--- src/rtl/tdm_demux_2ch.sv ---
// Receive side of a 2:1 TDM link: splits an interleaved stream with a channel-0
// start-of-frame marker into registered channel pairs and tracks frame alignment.
//
// state | meaning
// HUNT  | unaligned, waiting for a sof-marked channel-0 sample
// EXP1  | channel 0 held in hold0, expecting the channel-1 sample
// EXP0  | frame completed, expecting the next sof-marked channel-0 sample
module tdm_demux_2ch #(
    parameter int WIDTH = 8,
    parameter int ERR_W = 8
) (
    input  logic             clk,
    input  logic             rst,
    input  logic [WIDTH-1:0] din,
    input  logic             din_valid,
    input  logic             sof,
    output logic [WIDTH-1:0] y0,
    output logic [WIDTH-1:0] y1,
    output logic             out_valid,
    output logic             sync_err,
    output logic             locked,
    output logic [ERR_W-1:0] err_cnt
);

    typedef enum logic [1:0] {
        HUNT = 2'd0,
        EXP1 = 2'd1,
        EXP0 = 2'd2
    } state_t;

    state_t           state;
    state_t           state_n;
    logic [WIDTH-1:0] hold0;
    logic             load_hold;
    logic             load_out;
    logic             err_det;

    always_ff @(posedge clk) begin
        if (rst) begin
            state     <= HUNT;
            hold0     <= '0;
            y0        <= '0;
            y1        <= '0;
            out_valid <= 1'b0;
            sync_err  <= 1'b0;
            locked    <= 1'b0;
            err_cnt   <= '0;
        end else begin
            state     <= state_n;
            out_valid <= load_out;
            sync_err  <= err_det;
            if (load_hold) begin
                hold0 <= din;
            end
            if (load_out) begin
                y0 <= hold0;
                y1 <= din;
            end
            // An error and a completed frame cannot come from the same sample.
            if (err_det) begin
                locked <= 1'b0;
            end else if (load_out) begin
                locked <= 1'b1;
            end
            if (err_det && (err_cnt != '1)) begin
                err_cnt <= err_cnt + ERR_W'(1);
            end
        end
    end

    always_comb begin
        state_n   = state;
        load_hold = 1'b0;
        load_out  = 1'b0;
        err_det   = 1'b0;
        if (din_valid) begin
            unique case (state)
                HUNT: begin
                    if (sof) begin
                        load_hold = 1'b1;
                        state_n   = EXP1;
                    end
                end
                EXP1: begin
                    if (sof) begin
                        // Double marker: re-anchor on the newer frame.
                        err_det   = 1'b1;
                        load_hold = 1'b1;
                    end else begin
                        load_out = 1'b1;
                        state_n  = EXP0;
                    end
                end
                EXP0: begin
                    if (sof) begin
                        load_hold = 1'b1;
                        state_n   = EXP1;
                    end else begin
                        err_det = 1'b1;
                        state_n = HUNT;
                    end
                end
                default: state_n = HUNT;
            endcase
        end
    end

endmodule

--- config.mk ---
export PLATFORM = sky130hd
export DESIGN_NAME = tdm_demux_2ch
export DESIGN_NICKNAME = d
export VERILOG_FILES = /design/src/rtl/tdm_demux_2ch.sv
export SDC_FILE = /design/constraint.sdc
export NUM_CORES = 1
export LEC_CHECK = 0
export CORE_UTILIZATION = 46
export CTS_CLUSTER_SIZE = 12
export DETAILED_ROUTE_END_ITERATION = 6
export PLACE_DENSITY = 0.77
export SYNTH_ARGS = -nofsm -noshare
export SYNTH_HDL_FRONTEND = slang
export SYNTH_SLANG_ARGS = --single-unit
--- constraint.sdc ---
create_clock -name clk -period 1.6 [get_ports clk]
set_input_delay 0.16 -clock clk [delete_from_list [all_inputs] [get_ports clk]]
set_output_delay 0.16 -clock clk [all_outputs]
set_load 0.01 [all_outputs]
; ---- After elaboration in Yosys (flattened, before gate mapping)
; Cells that the tools add are included.
[totals]
reg_bits = 37
word_cells = 31
input_bits = 12
out_inout_bits = 27
[classes]
n_eq_ne = 5
muxes = 12
addsub = 1
n_reduce_logical = 5
[op_table]
columns = cell, count
row1 = "adder 8 x 1 -> 8 bit, second input constant", 1
row2 = two-way mux 1 bit, 8
row3 = "!= test 8 bit, second input constant", 1
row4 = one-hot mux 2 bit (3 select lines), 1
row5 = two-way mux 2 bit, 2
row6 = "!= test 2 bit, second input constant", 2
row7 = AND reduction 3 bit, 1
row8 = OR reduction 3 bit, 1
row9 = "== test 2 x 1 -> 1 bit, second input constant", 1
row10 = "== test 2 bit, second input constant", 1
row11 = zero test 2 bit, 1
row12 = one-hot mux 1 bit (2 select lines), 1
row13 = OR reduction 2 bit, 1
row14 = logical AND 1 bit, 1

; ---- Longest topological paths before layout
[logic_depth]
ltp_word = 4
mapped_depth = 5
mapped_depth_nobuf = 5

; ---- Least setup slack after synthesis
; Ideal clock, no wire load.
[synth_path]
kind = register -> register
start = register err_cnt[6]
end = register err_cnt[0]
t_arrival_ns = 1.346
period_less_slack_ns = 1.466
path_buffers = 0
t_required_ns = 1.479
setup_time_ns = 0.121
path_stages_with_launch = 5
setup_slack_ns = 0.134
path_cell_list = dfxtp_1 and4_1 and2_1 a31oi_1 mux2_2
[synth_via]
elab_chain_len = 2
[synth_lines]
columns = element, line_no
row1 = from (decl), 22  ; output logic [ERR_W-1:0] err_cnt
row2 = from (signal assigned), 66  ; err_cnt <= err_cnt + ERR_W'(1);
row3 = != test 8 bit, 65  ; if (err_det && (err_cnt != '1)) begin
row4 = logical AND 1 bit, 65
; No other way between the ends.
; A chain may end at the register's enable or synchronous reset.

; ---- Worst setup path in the final report
[layout_path]
start = register err_cnt[3]
end = output err_cnt[3]
; No word-level cell between the ends.

==> impl_metrics.py <==
metrics = {
    "logic_synthesis": {
        "synth_area_sq_mm": 0.00142,
        "synth_fa_ha_area_share_pct": 0.883,
        "synth_top_family_by_area": "simple AND/OR/NAND/NOR gates",
        "syn_inst": 161,
        "synth_compound_area_share_pct": 12.2,
        "synth.avg_cell_area_sq_um": 8.80,
        "yosys_warnings": 0,
        "yosys_register_bits": 37,
        "yosysSeqAreaShare_pct": 52.3,
        "ys_types": 26,
        "yosys.area_share.simple_pct": 24.8,
        "synthMuxAreaShare_pct": 7.16,
        "synthesis.nets": 174,
        "synthXorXnorAreaFrac_pct": 0,
    },
    "critical_path": {
        "critPathCaptureType": "primary output",
        "crit_fanout": 7,
        "path_class": "reg2out",
        "path_cells": "clkdlybuf4s50_1",
        "slowest_stage": "clkdlybuf4s50_1",
        "crit_family": "buffers and inverters",
        "reg2reg_depth": 4,
        "max_stage_delay_ps": 580,
        "worstSetupPathDepth": 1,
        "cp.buffers_inverters": 1,
        "required_ps": 1440,
        "arrival_ps": 1380,
        "critPathLaunchType": "flip-flop",
    },
    "flow_run": {
        "drv_cap": 0,
    },
    "place": {
        "placed_cell_area_sq_mm": 0.00192,
        "gp_congestion": 0.766,
        "numPortBuffers": 38,
        "dpl.hpwl_um": 2300,
        "post-place-ws_ps": -117,
    },
    "clocking": {
        "cts_tree": "yes",
        "cts-buffers-inserted": 5,
        "post-cts-setup-buffers": 0,
        "max-clock-path-buffers": 2,
        "path_clk_slew_ps": 120,
        "cts_root_buffer": "clkbuf_4",
        "insertion_delay_ps": 340,
        "clock_sinks": 37,
        "htreeDepth": 2,
    },
    "timing": {
        "period_share_pct": 96.2,
        "rsz0062_at_grt": "no",
        "worst_slack_ps": 61.4,
        "tightestPinTransition_ps": 377,
        "skew_ps": 15.1,
        "fmax_mhz": 650,
        "hold_viol": 0,
        "min_period_ps": 1540,
        "maxSlewViolCount": 0,
        "max_slew_margin_pct": 74.8,
        "setup_viol": 0,
        "tns_ps": 0,
    },
    "floorplan": {
        "start_util_pct": 50.1,
        "num_io_pins": 39,
        "dieWidth_um": 57.5,
        "num_rows": 19,
        "die_y_um": 57.5,
        "design.die.area_sq_mm": 0.00331,
        "core_area_sq_mm": 0.00283,
    },
    "cells_and_area": {
        "drive_gt1_share_pct": 13.2,
        "nFillCells": 223,
        "syn_to_final_growth_pct": 42.4,
        "mostFrequentLayoutCell": "clkdlybuf4s50_1",
        "final_util_pct": 71.3,
        "fin_area_sq_mm": 0.00202,
        "fin_nets": 224,
        "final_cell_mix": "clkdlybuf4s50_1 (38), dfxtp_1 (36), nand2_1 (35)",
        "antenna_cells": 0,
    },
    "global_route": {
        "grt_usage_pct": 21.1,
        "first_global_vias": 1268,
        "grt_overflow": 0,
        "antenna_found_initial": 0,
        "grt_pass1_wl_um": 5330,
        "grt_max_degree": 20,
    },
    "hold_path": {
        "hold_class": "in2reg",
        "min_path_cells": 3,
    },
    "drt": {
        "routed_wl_um": 3260,
        "firstDrtPassIters": 6,
        "drc": 3,
        "first_iter_violations": 68,
        "avgViaCountPerCell": 5.37,
        "vias": 1306,
        "drtAntennaViolNets": 0,
        "wire_per_inst_um": 13.4,
    },
    "pwr": {
        "ir_drop_mv": 0.614,
        "power_density_mw_per_mm2": 873,
        "finalPower_w": 0.00176,
        "leakage_nw": 0.753,
    },
    "outcome": {
        "status": "finished, violations left",
        "failed_checks": "design-rule violations",
    },
}
## state kept, by name, indices dropped and copies added (netlist names)
signal     flops
out_valid      1
err_cnt        8
state          2
y1             8
y0             8
hold0          8
locked         1
sync_err       1
## path summary, 6_finish.rpt
path	to	slack [ps]	from
max reg2reg	err_cnt[4]	70	err_cnt[3]
max	err_cnt[3]	60	err_cnt[3]
min reg2reg	y0[3]	460	hold0[3]
min	y1[3]	390	din[3]
## final cells by class
type,instances,area [sq um],share of cell area [%]
Clock inverter,2,37.5,1.86
Clock buffer,6,51.3,2.54
Multi-Input combinational cell,115,649,32.2
Tap cell,31,38.8,1.92
Timing Repair Buffer,52,498,24.7
Sequential cell,37,742,36.8
## routing by layer
| metal | GRT usage (%) | routed length, um | vias to the layer above |
|---|---|---|---|
| met3 | 6.35 | 192 | 6 |
| met5 | 0 | 0 | - |
| met1 | 24.3 | 1410 | 615 |
| met2 | 35.5 | 1610 | 35 |
| li1 | - | - | 650 |
| met4 | 10.1 | 52 | 0 |
## Yosys cell counts
cell type	number	area share (%)
o31ai_1	1	0.53
a21oi_1	24	8.5
or4_1	1	0.53
nand4b_1	1	0.62
nand2_1	35	9.3
buf_1	2	0.53
and2_4	1	0.62
and4_1	2	1.2
nand4bb_1	2	1.6
nor3_1	4	1.4
nand2b_1	4	1.8
nand3b_1	1	0.53
nor2_1	13	3.4
mux2_2	1	0.79
dfxtp_1	37	52
a31oi_1	2	0.88
mux2i_1	9	6.4
a21bo_2	1	0.71
and2_1	1	0.44
clkbuf_1	4	1.1
nor4bb_1	1	0.71
nor2b_1	2	0.88
ha_1	1	0.88
buf_2	3	1.1
nand3_1	5	1.8
a211oi_1	3	1.6
## cells by family (layout without fill, tap and decap cells)
logic type | Yosys count | count (layout)
and+or+nand+nor | 73 | 73
DFF | 37 | 37
AOI/OAI and AO/OA | 31 | 31
muxes | 10 | 10
buffers and inverters | 9 | 60
adders and majority gates | 1 | 1
## stage by stage
| stage | hold slack (ps) | std cells |
|---|---|---|
| floorplan | 296 | 161 |
| global route | 402 | 243 |
| detailed placement | 449 | 235 |
| CTS | 391 | 243 |
| finish | 393 | 243 |
| global placement | 439 | 235 |
## power breakdown
group          total [W]  switching (W)  internal [W]
sequential      0.000950      0.0000110      0.000939
combinational   0.000131      0.0000578     0.0000736
clock           0.000680       0.000308      0.000372
total            0.00176       0.000377       0.00138
## repair_timing
action,4_1_cts,5_1_grt
hold buffers,0,0
resized for setup,0,2
endpoints found under the setup margin,0,2
(Power assumes the default switching activity.)
